### src/rtl/id_stage.sv
// Instruction decode: operand fetch with EX/MEM forwarding, load-use detection, branch resolution.
// Latency: read enables, stall and redirect are combinational; ID/EX fields are registered (1 cycle).
// Backpressure: a load-use hazard raises stall_req for one cycle and loads a bubble into ID/EX.
module id_stage (
    input  logic        clk,
    input  logic        rst,
    input  logic        if_valid,
    input  logic [31:0] if_pc,
    input  logic [31:0] if_inst,
    output logic        en_rs,
    output logic        en_rt,
    output logic [4:0]  raddr1,
    output logic [4:0]  raddr2,
    input  logic [31:0] rdata1,
    input  logic [31:0] rdata2,
    input  logic        ex_fwd_wif,
    input  logic [4:0]  ex_fwd_waddr,
    input  logic [31:0] ex_fwd_wdata,
    input  logic        ex_fwd_load,
    input  logic        mem_fwd_wif,
    input  logic [4:0]  mem_fwd_waddr,
    input  logic [31:0] mem_fwd_wdata,
    output logic        stall_req,
    output logic        branch_taken,
    output logic [31:0] branch_target,
    output logic        id_ex_valid,
    output logic [3:0]  id_ex_aluop,
    output logic [31:0] id_ex_opa,
    output logic [31:0] id_ex_opb,
    output logic        id_ex_wif,
    output logic [4:0]  id_ex_waddr,
    output logic        id_ex_load,
    output logic        id_ex_store,
    output logic [31:0] id_ex_sdata
);

    localparam logic [3:0] ALU_ADD = 4'd0;
    localparam logic [3:0] ALU_SUB = 4'd1;
    localparam logic [3:0] ALU_AND = 4'd2;
    localparam logic [3:0] ALU_OR  = 4'd3;
    localparam logic [3:0] ALU_XOR = 4'd4;
    localparam logic [3:0] ALU_NOR = 4'd5;
    localparam logic [3:0] ALU_SLT = 4'd6;
    localparam logic [3:0] ALU_SLL = 4'd7;
    localparam logic [3:0] ALU_SRL = 4'd8;
    localparam logic [3:0] ALU_LUI = 4'd9;

    // Destination select
    localparam logic [1:0] WSEL_NONE = 2'd0;
    localparam logic [1:0] WSEL_RD   = 2'd1;
    localparam logic [1:0] WSEL_RT   = 2'd2;

    logic [5:0]  w_op;
    logic [5:0]  w_funct;
    logic [4:0]  w_rs;
    logic [4:0]  w_rt;
    logic [4:0]  w_rd;
    logic [4:0]  w_shamt;
    logic [15:0] w_imm;
    assign w_op    = if_inst[31:26];
    assign w_rs    = if_inst[25:21];
    assign w_rt    = if_inst[20:16];
    assign w_rd    = if_inst[15:11];
    assign w_shamt = if_inst[10:6];
    assign w_funct = if_inst[5:0];
    assign w_imm   = if_inst[15:0];

    // An instruction is only acted on out of reset and when IF/ID is valid
    logic w_act;
    assign w_act = rst & if_valid;

    logic       w_use_rs;
    logic       w_use_rt;
    logic [3:0] w_aluop;
    logic [1:0] w_wsel;
    logic       w_load;
    logic       w_store;
    logic       w_beq;
    logic       w_bne;
    logic       w_j;
    logic       w_shift;
    logic       w_lui;
    logic       w_sext;
    logic       w_zext;

    // Opcode/funct decode; unknown encodings fall through as a NOP with no side effects
    always_comb begin
        w_use_rs = 1'b0;
        w_use_rt = 1'b0;
        w_aluop  = ALU_ADD;
        w_wsel   = WSEL_NONE;
        w_load   = 1'b0;
        w_store  = 1'b0;
        w_beq    = 1'b0;
        w_bne    = 1'b0;
        w_j      = 1'b0;
        w_shift  = 1'b0;
        w_lui    = 1'b0;
        w_sext   = 1'b0;
        w_zext   = 1'b0;
        case (w_op)
            6'h00: begin
                case (w_funct)
                    6'h21: begin w_aluop = ALU_ADD; w_use_rs = 1'b1; w_use_rt = 1'b1; w_wsel = WSEL_RD; end
                    6'h23: begin w_aluop = ALU_SUB; w_use_rs = 1'b1; w_use_rt = 1'b1; w_wsel = WSEL_RD; end
                    6'h24: begin w_aluop = ALU_AND; w_use_rs = 1'b1; w_use_rt = 1'b1; w_wsel = WSEL_RD; end
                    6'h25: begin w_aluop = ALU_OR;  w_use_rs = 1'b1; w_use_rt = 1'b1; w_wsel = WSEL_RD; end
                    6'h26: begin w_aluop = ALU_XOR; w_use_rs = 1'b1; w_use_rt = 1'b1; w_wsel = WSEL_RD; end
                    6'h27: begin w_aluop = ALU_NOR; w_use_rs = 1'b1; w_use_rt = 1'b1; w_wsel = WSEL_RD; end
                    6'h2A: begin w_aluop = ALU_SLT; w_use_rs = 1'b1; w_use_rt = 1'b1; w_wsel = WSEL_RD; end
                    6'h00: begin w_aluop = ALU_SLL; w_use_rt = 1'b1; w_shift = 1'b1; w_wsel = WSEL_RD; end
                    6'h02: begin w_aluop = ALU_SRL; w_use_rt = 1'b1; w_shift = 1'b1; w_wsel = WSEL_RD; end
                    default: ;
                endcase
            end
            6'h09: begin w_aluop = ALU_ADD; w_use_rs = 1'b1; w_sext = 1'b1; w_wsel = WSEL_RT; end
            6'h0A: begin w_aluop = ALU_SLT; w_use_rs = 1'b1; w_sext = 1'b1; w_wsel = WSEL_RT; end
            6'h0C: begin w_aluop = ALU_AND; w_use_rs = 1'b1; w_zext = 1'b1; w_wsel = WSEL_RT; end
            6'h0D: begin w_aluop = ALU_OR;  w_use_rs = 1'b1; w_zext = 1'b1; w_wsel = WSEL_RT; end
            6'h0E: begin w_aluop = ALU_XOR; w_use_rs = 1'b1; w_zext = 1'b1; w_wsel = WSEL_RT; end
            6'h0F: begin w_aluop = ALU_LUI; w_lui = 1'b1; w_wsel = WSEL_RT; end
            6'h23: begin w_aluop = ALU_ADD; w_use_rs = 1'b1; w_sext = 1'b1; w_load = 1'b1; w_wsel = WSEL_RT; end
            6'h2B: begin w_aluop = ALU_ADD; w_use_rs = 1'b1; w_use_rt = 1'b1; w_sext = 1'b1; w_store = 1'b1; end
            6'h04: begin w_aluop = ALU_SUB; w_use_rs = 1'b1; w_use_rt = 1'b1; w_beq = 1'b1; end
            6'h05: begin w_aluop = ALU_SUB; w_use_rs = 1'b1; w_use_rt = 1'b1; w_bne = 1'b1; end
            6'h02: begin w_j = 1'b1; end
            default: ;
        endcase
    end

    assign en_rs  = w_act & w_use_rs;
    assign en_rt  = w_act & w_use_rt;
    assign raddr1 = rst ? w_rs : 5'd0;
    assign raddr2 = rst ? w_rt : 5'd0;

    logic [31:0] w_rs_val;
    logic [31:0] w_rt_val;

    // Operand selection: $0/disabled reads give 0, then EX beats MEM beats the register file
    always_comb begin
        w_rs_val = rdata1;
        if (!en_rs || w_rs == 5'd0)
            w_rs_val = 32'd0;
        else if (ex_fwd_wif && ex_fwd_waddr == w_rs)
            w_rs_val = ex_fwd_wdata;
        else if (mem_fwd_wif && mem_fwd_waddr == w_rs)
            w_rs_val = mem_fwd_wdata;

        w_rt_val = rdata2;
        if (!en_rt || w_rt == 5'd0)
            w_rt_val = 32'd0;
        else if (ex_fwd_wif && ex_fwd_waddr == w_rt)
            w_rt_val = ex_fwd_wdata;
        else if (mem_fwd_wif && mem_fwd_waddr == w_rt)
            w_rt_val = mem_fwd_wdata;
    end

    // A load in EX cannot forward yet; hold the consumer one cycle so it picks the value up from MEM
    assign stall_req = w_act & ex_fwd_load & ex_fwd_wif & (ex_fwd_waddr != 5'd0) &
                       ((en_rs & (ex_fwd_waddr == w_rs)) | (en_rt & (ex_fwd_waddr == w_rt)));

    logic [31:0] w_pc4;
    logic [31:0] w_btarget;
    logic [31:0] w_jtarget;
    logic        w_eq;
    assign w_pc4     = if_pc + 32'd4;
    assign w_btarget = w_pc4 + {{14{w_imm[15]}}, w_imm, 2'b00};
    assign w_jtarget = {w_pc4[31:28], if_inst[25:0], 2'b00};
    assign w_eq      = (w_rs_val == w_rt_val);

    assign branch_taken  = w_act & ~stall_req & ((w_beq & w_eq) | (w_bne & ~w_eq) | w_j);
    assign branch_target = !rst ? 32'd0 : (w_j ? w_jtarget : w_btarget);

    logic [31:0] w_opa;
    logic [31:0] w_opb;
    logic [4:0]  w_dest;
    logic        w_wif;

    // Operand A/B shaping for immediates and shifts
    always_comb begin
        w_opa = w_rs_val;
        w_opb = w_rt_val;
        if (w_lui) begin
            w_opa = 32'd0;
            w_opb = {w_imm, 16'h0000};
        end else if (w_shift) begin
            w_opa = w_rt_val;
            w_opb = {27'd0, w_shamt};
        end else if (w_sext) begin
            w_opb = {{16{w_imm[15]}}, w_imm};
        end else if (w_zext) begin
            w_opb = {16'h0000, w_imm};
        end
    end

    assign w_dest = (w_wsel == WSEL_RD) ? w_rd : ((w_wsel == WSEL_RT) ? w_rt : 5'd0);
    assign w_wif  = (w_wsel != WSEL_NONE) && (w_dest != 5'd0);

    logic        r_valid;
    logic [3:0]  r_aluop;
    logic [31:0] r_opa;
    logic [31:0] r_opb;
    logic        r_wif;
    logic [4:0]  r_waddr;
    logic        r_load;
    logic        r_store;
    logic [31:0] r_sdata;

    // ID/EX register: loads the decoded instruction, or an all-zero bubble when idle or stalled
    always_ff @(posedge clk) begin
        if (!rst || !w_act || stall_req) begin
            r_valid <= 1'b0;
            r_aluop <= 4'd0;
            r_opa   <= 32'd0;
            r_opb   <= 32'd0;
            r_wif   <= 1'b0;
            r_waddr <= 5'd0;
            r_load  <= 1'b0;
            r_store <= 1'b0;
            r_sdata <= 32'd0;
        end else begin
            r_valid <= 1'b1;
            r_aluop <= w_aluop;
            r_opa   <= w_opa;
            r_opb   <= w_opb;
            r_wif   <= w_wif;
            r_waddr <= w_dest;
            r_load  <= w_load;
            r_store <= w_store;
            r_sdata <= w_store ? w_rt_val : 32'd0;
        end
    end

    assign id_ex_valid = r_valid;
    assign id_ex_aluop = r_aluop;
    assign id_ex_opa   = r_opa;
    assign id_ex_opb   = r_opb;
    assign id_ex_wif   = r_wif;
    assign id_ex_waddr = r_waddr;
    assign id_ex_load  = r_load;
    assign id_ex_store = r_store;
    assign id_ex_sdata = r_sdata;

endmodule
### config.mk
export PLATFORM = sky130hd
export DESIGN_NAME = id_stage
export DESIGN_NICKNAME = d
export VERILOG_FILES = /design/src/rtl/id_stage.sv
export SDC_FILE = /design/constraint.sdc
export NUM_CORES = 1
export LEC_CHECK = 0
export BUFFER_PORTS_ARGS = -buffer_cell sky130_fd_sc_hd__buf_2
export CAP_MARGIN = 20
export CORE_AREA = 2 2 141 143
export DETAILED_ROUTE_END_ITERATION = 7
export DIE_AREA = 0 0 143 145
export HOLD_SLACK_MARGIN = 0.06
export PLACE_DENSITY = 0.77
export SLEW_MARGIN = 0
export SYNTH_ARGS = -nofsm -noshare
export SYNTH_HDL_FRONTEND = slang
export SYNTH_SLANG_ARGS = --single-unit
### constraint.sdc
create_clock -name clk -period 4.7 [get_ports clk]
set_input_delay 0.705 -clock clk [delete_from_list [all_inputs] [get_ports clk]]
set_output_delay 0.705 -clock clk [all_outputs]
set_load 0.005 [all_outputs]
==> results_dict.tcl, run 1 <==
set metrics [dict create \
    status "finished with violations" \
    violations "negative setup slack" \
    clockRootBuffer "clkbuf_16" \
    critPathBufInv 4 \
    max_stage_delay_ns 0.60 \
    ys.flop_type "dfxtp_1" \
    p_sw_uw 890 \
    finalSetupTns_ns -0.196 \
    rsz0062_at_grt "yes" \
    syn-mean-instance-area_um2 7.17 \
    cap_violations 0 \
    synth-xor-area-share 0.0849 \
    synth_top_family_by_area "simple AND/OR/NAND/NOR gates" \
    synthAdderAreaFrac 0.0446 \
    synthMuxAreaShare 0.0351 \
    dpl.hpwl_mm 32.6 \
    totalWireLength_mm 41.9 \
    ys_seq_elements 109 \
    p_leak_uw 0.00590 \
    nNetsFinal 1938 \
    worst_ir_drop_vdd_mv 0.147 \
    setup_ws_ns -0.196 \
    power_frac_clock 0.304 \
    syn_nets 1476 \
    power.density_mw_per_mm2 200 \
    die_area_mm2 0.0207 \
    drive_above_1_share 0.375 \
    ctsLongestPathBuffers 2 \
    antenna_found_initial 3 \
    cpLargestDelayFamily "simple AND/OR/NAND/NOR gates" \
    vias 11900 \
    p_total_uw 2570 \
    cts.sinks 109 \
    cts_inserted_buffers 9 \
    track_usage 0.380 \
    overflow 0 \
    hold_path.class "in -> reg" \
    synth_area_leaders "dfxtp_1, nand2_1, a21oi_1" \
    critPathLaunch "mem_fwd_waddr[3]" \
    pin_count 363 \
    start_kind "primary input" \
    holdPathEnd "id_ex_opb[8]$_SDFF_PP0_" \
    synth.distinct_cells 65 \
    max_freq_mhz 204 \
    post-place-ws_ns -0.148 \
    layout_worst_path_cycle_share 1.04 \
    cp.required_ns 3.99 \
    clk_pin_slew_worst_paths_ns 0.08 \
    numPortBuffers 362 \
    drt_iter0_markers 1405 \
    routed_via_density 6.04 \
    final_common_cell "buf_2" \
    p_seq_frac 0.361 \
    path_cells "buf_2 -> xor2_1 -> or4_1 -> nor2_2 -> buf_12 -> buf_4 -> mux2i_1 -> a21o_1 -> a311oi_1 -> nor4_1 -> nand4_1 -> or4_1 -> o211ai_1 -> buf_2" \
    crit_cells 14 \
    synthSimpleGateAreaFrac 0.275 \
    yosysTopAreaCell "dfxtp_1" \
    intPower_uw 1680 \
    initial_utilization 0.462 \
    slowest_stage "or4_1" \
    slew_violations 0 \
    ys_warn_count 0 \
    synth-compound-area-share 0.266 \
    drtPass1Iterations 7 \
    switching_share 0.346 \
    die_h_um 145 \
    grt_start_max_net_pins 44 \
    path_max_fanout 10 \
    post-route-min-period_ns 4.90 \
    synth_top_area_frac 0.246 \
    cts_tree "done" \
    worst_slew_pin_slew_ns 0.980 \
    layout_common_cells "buf_2, nand2_1, buf_4" \
    worstSetupPathType "in -> out" \
    critPathCaptureType "output pin" \
    h-tree-depth 3 \
    pwr-share-comb 0.335 \
    async_reset_ff_frac 0 \
    remaining_drc_errors 0 \
    cp_data_arrival_time_ns 4.19 \
    finalSetupViolations 1 \
    syn_area_mm2 0.00887 \
    die_w_um 143 \
    core_area_mm2 0.0192 \
    ys_seq_area_frac 0.246 \
    grt_pass1_wl_mm 61.5 \
    hold_depth 3 \
    fp-row-count 51 \
    routabilityCongestion 1.02 \
    syn2layout_area_growth_pct 44.8 \
    min_from "if_inst[8]" \
    ant_nets 0 \
    synthesis.instances 1237 \
    wl_per_cell_um 21.3 \
    synth-edff-count 0 \
    grt_pass1_vias 11100 \
    relSlewSlack 0.344 \
    hold_viol_final 0 \
]
[registers in the layout, indices dropped and copies added (netlist names)]
signal and cells:
id_ex_opa 32, id_ex_opb 32, id_ex_sdata 32, id_ex_waddr 5, id_ex_aluop 4, id_ex_load 1
id_ex_store 1, id_ex_valid 1, id_ex_wif 1
[worst max-delay path by stage]
| stage | endpoint |
|---|---|
| after CTS | branch_taken |
| after floorplan | branch_taken |
| after global routing | branch_taken |
| after detailed placement | branch_target[31] |
| after global placement | branch_taken |
| final | branch_taken |
[what timing repair did]
| item | CTS | global route |
|---|---|---|
| gates resized for setup | 25 | 54 |
| setup endpoints to repair | 6 | 12 |
| setup buffers | 3 | 9 |
| pin swaps | 11 | 17 |
| cloned | 0 | 1 |
| hold buffers | 0 | 0 |
[cell type report]
| class | instances | area, um2 |
|---|---|---|
| inverter | 17 | 63.8 |
| timing repair buffer | 538 | 3260 |
| clock inverter | 7 | 78.8 |
| sequential | 109 | 2180 |
| multi-input combinational | 1024 | 6700 |
| tap | 265 | 332 |
| antenna | 1 | 2.50 |
| clock buffer | 9 | 225 |
| fill | 1651 | 6360 |
[power by group through the flow]
stage               Combinational (uW)  Sequential, uW  Clock [uW]
CTS                                810             930         778
floorplan                          410             952           0
detailed placement                 796             951           0
finish                             861             930         782
global route                       922             930         813
global placement                   790             952           0
[cell families after synthesis]
kind of cell / Yosys count
xor+xnor: 86
buf+inv: 104
flops: 109
simple gates: 519
mux: 31
fa+ha+maj: 31
compound gates: 357
[stage by stage]
| step | hold WS [ns] | instance area, um2 | cells | util |
|---|---|---|---|---|
| 2_1_floorplan | 0.814 | 8870 | 1237 | - |
| 4_1_cts | 0.679 | 12500 | 1959 | 0.649 |
| 5_1_grt | 0.678 | 12800 | 1970 | 0.669 |
| 3_3_place_gp | 1.05 | 12000 | 1940 | 0.625 |
| 6_report | 0.682 | 12800 | 1970 | 0.669 |
| 3_5_place_dp | 1.05 | 12000 | 1940 | 0.625 |
[synth_stat cells, drive strengths merged (31+ instances only)]
library cell  instances
nand3                54
nor2                138
a211oi               34
clkbuf               71
o21ai                60
a21oi               112
and3                 31
nand2               169
xnor2                56
dfxtp               109
[layer usage]
metal | share of wire | up-vias | track usage
li1 | - | 5410 | -
met1 | 0.37 | 5443 | 0.462
met2 | 0.46 | 867 | 0.635
met3 | 0.11 | 181 | 0.0729
met4 | 0.061 | 4 | 0.188
met5 | 0.00060 | - | 0
[tightest hold or removal path, delay by kind of cell]
family	cells	cell delay (ns)
buffers and inverters	1	0.16
AND/OR/NAND/NOR	1	0.08
AO/OA/AOI/OAI	1	0.05
(Power assumes the default switching activity.)
==> run 2: changes to the inputs <==
--- a/config.mk
+++ b/config.mk
@@ -5,13 +5,16 @@
 export SDC_FILE = /design/constraint.sdc
 export NUM_CORES = 1
 export LEC_CHECK = 0
+export ABC_AREA = 1
 export BUFFER_PORTS_ARGS = -buffer_cell sky130_fd_sc_hd__buf_2
 export CAP_MARGIN = 20
-export CORE_AREA = 2 2 141 143
+export CORE_ASPECT_RATIO = 1.5
+export CORE_MARGIN = 2
+export CORE_UTILIZATION = 52
 export DETAILED_ROUTE_END_ITERATION = 7
-export DIE_AREA = 0 0 143 145
 export HOLD_SLACK_MARGIN = 0.06
-export PLACE_DENSITY = 0.77
+export PLACE_DENSITY = 0.83
+export SETUP_SLACK_MARGIN = 0.15
 export SLEW_MARGIN = 0
 export SYNTH_ARGS = -nofsm -noshare
 export SYNTH_HDL_FRONTEND = slang
==> run 2 against run 1 <==
Synthesized area is 14% higher; largest power group is now combinational logic; clock-buffer cell count stayed put; highest routed layer is now met4; design area is 8.1% higher; critical path type unchanged; non-clock buffer count is 52 lower; the flow still finishes with violations (negative setup slack); largest cell class unchanged.
==> results_dict.tcl, run 2 <==
set metrics [dict create \
    drive_above_1_share 0.294 \
    ys_seq_area_frac 0.215 \
    seqCellArea_mm2 0.00218 \
    ant_nets 0 \
    cts_inserted_buffers 9 \
    yosysTopAreaCell "nand2_1" \
    relSlewSlack 0.280 \
    ctsLongestPathBuffers 2 \
    overflow 0 \
    hold_path.class "in -> reg" \
    routed_via_density 5.94 \
    switching_share 0.373 \
    ys_warn_count 0 \
    synthMuxAreaShare 0 \
    start_kind "primary input" \
    fillers 1666 \
    rsz0062_at_grt "yes" \
    worstSetupPathType "in -> out" \
    min_from "if_inst[29]" \
    layout_worst_path_cycle_share 1.13 \
    die_w_um 118 \
    worst_slew_pin_slew_ns 1.07 \
    power.density_mw_per_mm2 207 \
    use_met3 0.0953 \
    slew_violations 0 \
    intPower_uw 1800 \
    dp.cells 2437 \
    core_area_mm2 0.0192 \
    syn2layout_area_growth_pct 36.8 \
    synth_area_leaders "nand2_1, dfxtp_1, inv_1" \
    clockRootBuffer "clkbuf_16" \
    synthSimpleGateAreaFrac 0.437 \
    wl_per_cell_um 20.9 \
    grt_busiest_layer "met2" \
    path_max_fanout 5 \
    power_frac_clock 0.293 \
    use_met1 0.457 \
    track_usage 0.461 \
    die_h_um 175 \
    worst_ir_drop_vdd_mv 0.176 \
    ys_seq_elements 109 \
    clk_pin_slew_worst_paths_ns 0.07 \
    setup_ws_ns -0.588 \
    final_cells 2489 \
    drt_iter0_markers 1921 \
    h-tree-depth 3 \
    synth_top_family_by_area "simple AND/OR/NAND/NOR gates" \
    grt_start_max_net_pins 51 \
    finalSetupViolations 19 \
    grt_util_met2 0.794 \
    cts_tree "done" \
    syn-mean-instance-area_um2 5.62 \
    cts_hold_buf 0 \
    holdPathEnd "id_ex_load$_SDFF_PN0_" \
    p_seq_frac 0.325 \
    critPathCaptureType "output pin" \
    ys.flop_type "dfxtp_1" \
    grt_pass1_vias 13500 \
    antenna_found_initial 3 \
    synthesis.instances 1804 \
    nNetsFinal 2464 \
    syn_nets 2043 \
    numPortBuffers 362 \
    post-route-min-period_ns 5.29 \
    syn_area_mm2 0.0101 \
    p_leak_uw 0.00780 \
    drtPass1Iterations 7 \
    hold_depth 2 \
    cp.required_ns 3.99 \
    synth-xor-area-share 0.0354 \
    synthMostInstantiatedCell "nand2_1" \
    design_area_mm2 0.0139 \
    status "finished with violations" \
    multi_input_comb_area_mm2 0.00725 \
    async_reset_ff_frac 0 \
    layout_common_cells "nand2_1, buf_2, inv_1" \
    routabilityCongestion 1.02 \
    placed_cell_area_mm2 0.0126 \
    yosys-top-cells-count "nand2_1, inv_1, nor2_1" \
    die_area_mm2 0.0207 \
    fp-row-count 62 \
    vias 14800 \
    cts.sinks 109 \
    totalWireLength_mm 52.1 \
    max_freq_mhz 189 \
    grt_pass1_wl_mm 73.3 \
    pin_count 363 \
    violations "negative setup slack" \
    synthAdderAreaFrac 0.0390 \
    cap_violations 0 \
    synth.distinct_cells 50 \
    synth-compound-area-share 0.142 \
    final_common_cell "nand2_1" \
    pwr-share-comb 0.382 \
    cp_data_arrival_time_ns 4.58 \
    p_sw_uw 1070 \
    dpl.hpwl_mm 37.7 \
    remaining_drc_errors 0 \
    initial_utilization 0.529 \
    synth_top_area_frac 0.221 \
    hold_viol_final 0 \
    synth-edff-count 0 \
]
-- run 2: critical path, cell delays in order --
cell and delay (ns):
buf_8 0.09, buf_4 0.13, nand3_4 0.11, nor2_4 0.15, nand4_1 0.32, buf_4 0.29, nor3_2 0.15, nand3_1 0.18
buf_4 0.18, xor2_1 0.14, inv_1 0.08, ha_1 0.31, buf_4 0.17, nand2_1 0.15, inv_1 0.06, a21oi_1 0.19
inv_1 0.13, a21oi_1 0.23, o311ai_1 0.13, buf_4 0.17, buf_6 0.11, xor2_1 0.15, o22ai_1 0.12, inv_1 0.05
buf_2 0.12
-- run 2: stage by stage --
step           total power, uW  setup TNS [ns]  setup slack [ns]   util  hold WS [ns]
5_1_grt                   2960           -7.99            -0.643  0.725         0.649
6_report                  2870           -6.20            -0.588  0.725         0.631
4_1_cts                   2740           -1.04            -0.203  0.702         0.620
2_1_floorplan             1440               0             0.155      -         0.784
3_5_place_dp              1860           -3.30            -0.427  0.659         0.992
3_3_place_gp              1860           -1.58            -0.263  0.659         0.996
-- run 2: area by class of cell --
class,count,share of cell area
Multi-Input combinational cell,1361,0.522
Antenna cell,3,0.000541
Sequential cell,109,0.157
Tap cell,256,0.0231
Timing Repair Buffer,486,0.204
Inverter,258,0.0698
Clock buffer,9,0.0162
Clock inverter,7,0.00703
-- run 2: worst max path at each step --
stage,start,end,slack [ns]
5_1_grt,if_pc[4],branch_target[27],-0.64
4_1_cts,if_pc[2],branch_target[28],-0.20
2_1_floorplan,if_pc[2],branch_target[27],0.15
3_3_place_gp,if_pc[2],branch_target[31],-0.26
6_report,if_pc[2],branch_target[23],-0.59
3_5_place_dp,if_pc[2],branch_target[31],-0.43
-- run 2: per-layer routing --
layer / routed length, um / share of wire / vias to the layer above
met1: 16200 / 0.31 / 6521
met5: 0 / 0 / -
li1: - / - / 6650
met3: 5580 / 0.11 / 419
met4: 6690 / 0.13 / 0
met2: 23700 / 0.45 / 1205
-- run 2: cell families (layout without fill, tap and decap cells) --
logic type	Yosys count	count (layout)
other	0	3
AO/OA/AOI/OAI	254	254
AND/OR/NAND/NOR	1035	1035
adder cells (fa/ha/maj)	31	31
flip-flops	109	109
buffers and inverters	334	760
XOR/XNOR	41	41
-- run 2: power groups by stage --
stage	sequential [uW]	combinational [uW]	clock (uW)
5_1_grt	932	1160	869
3_3_place_gp	954	903	0
4_1_cts	932	972	832
6_report	932	1090	841
2_1_floorplan	953	489	0
3_5_place_dp	953	910	0
-- run 2: timing repair --
| item | 4_1_cts | 5_1_grt |
|---|---|---|
| cloned | 0 | 0 |
| setup buffers | 18 | 15 |
| setup endpoints to repair | 12 | 22 |
| resized for setup | 101 | 67 |
| pin swaps | 38 | 50 |
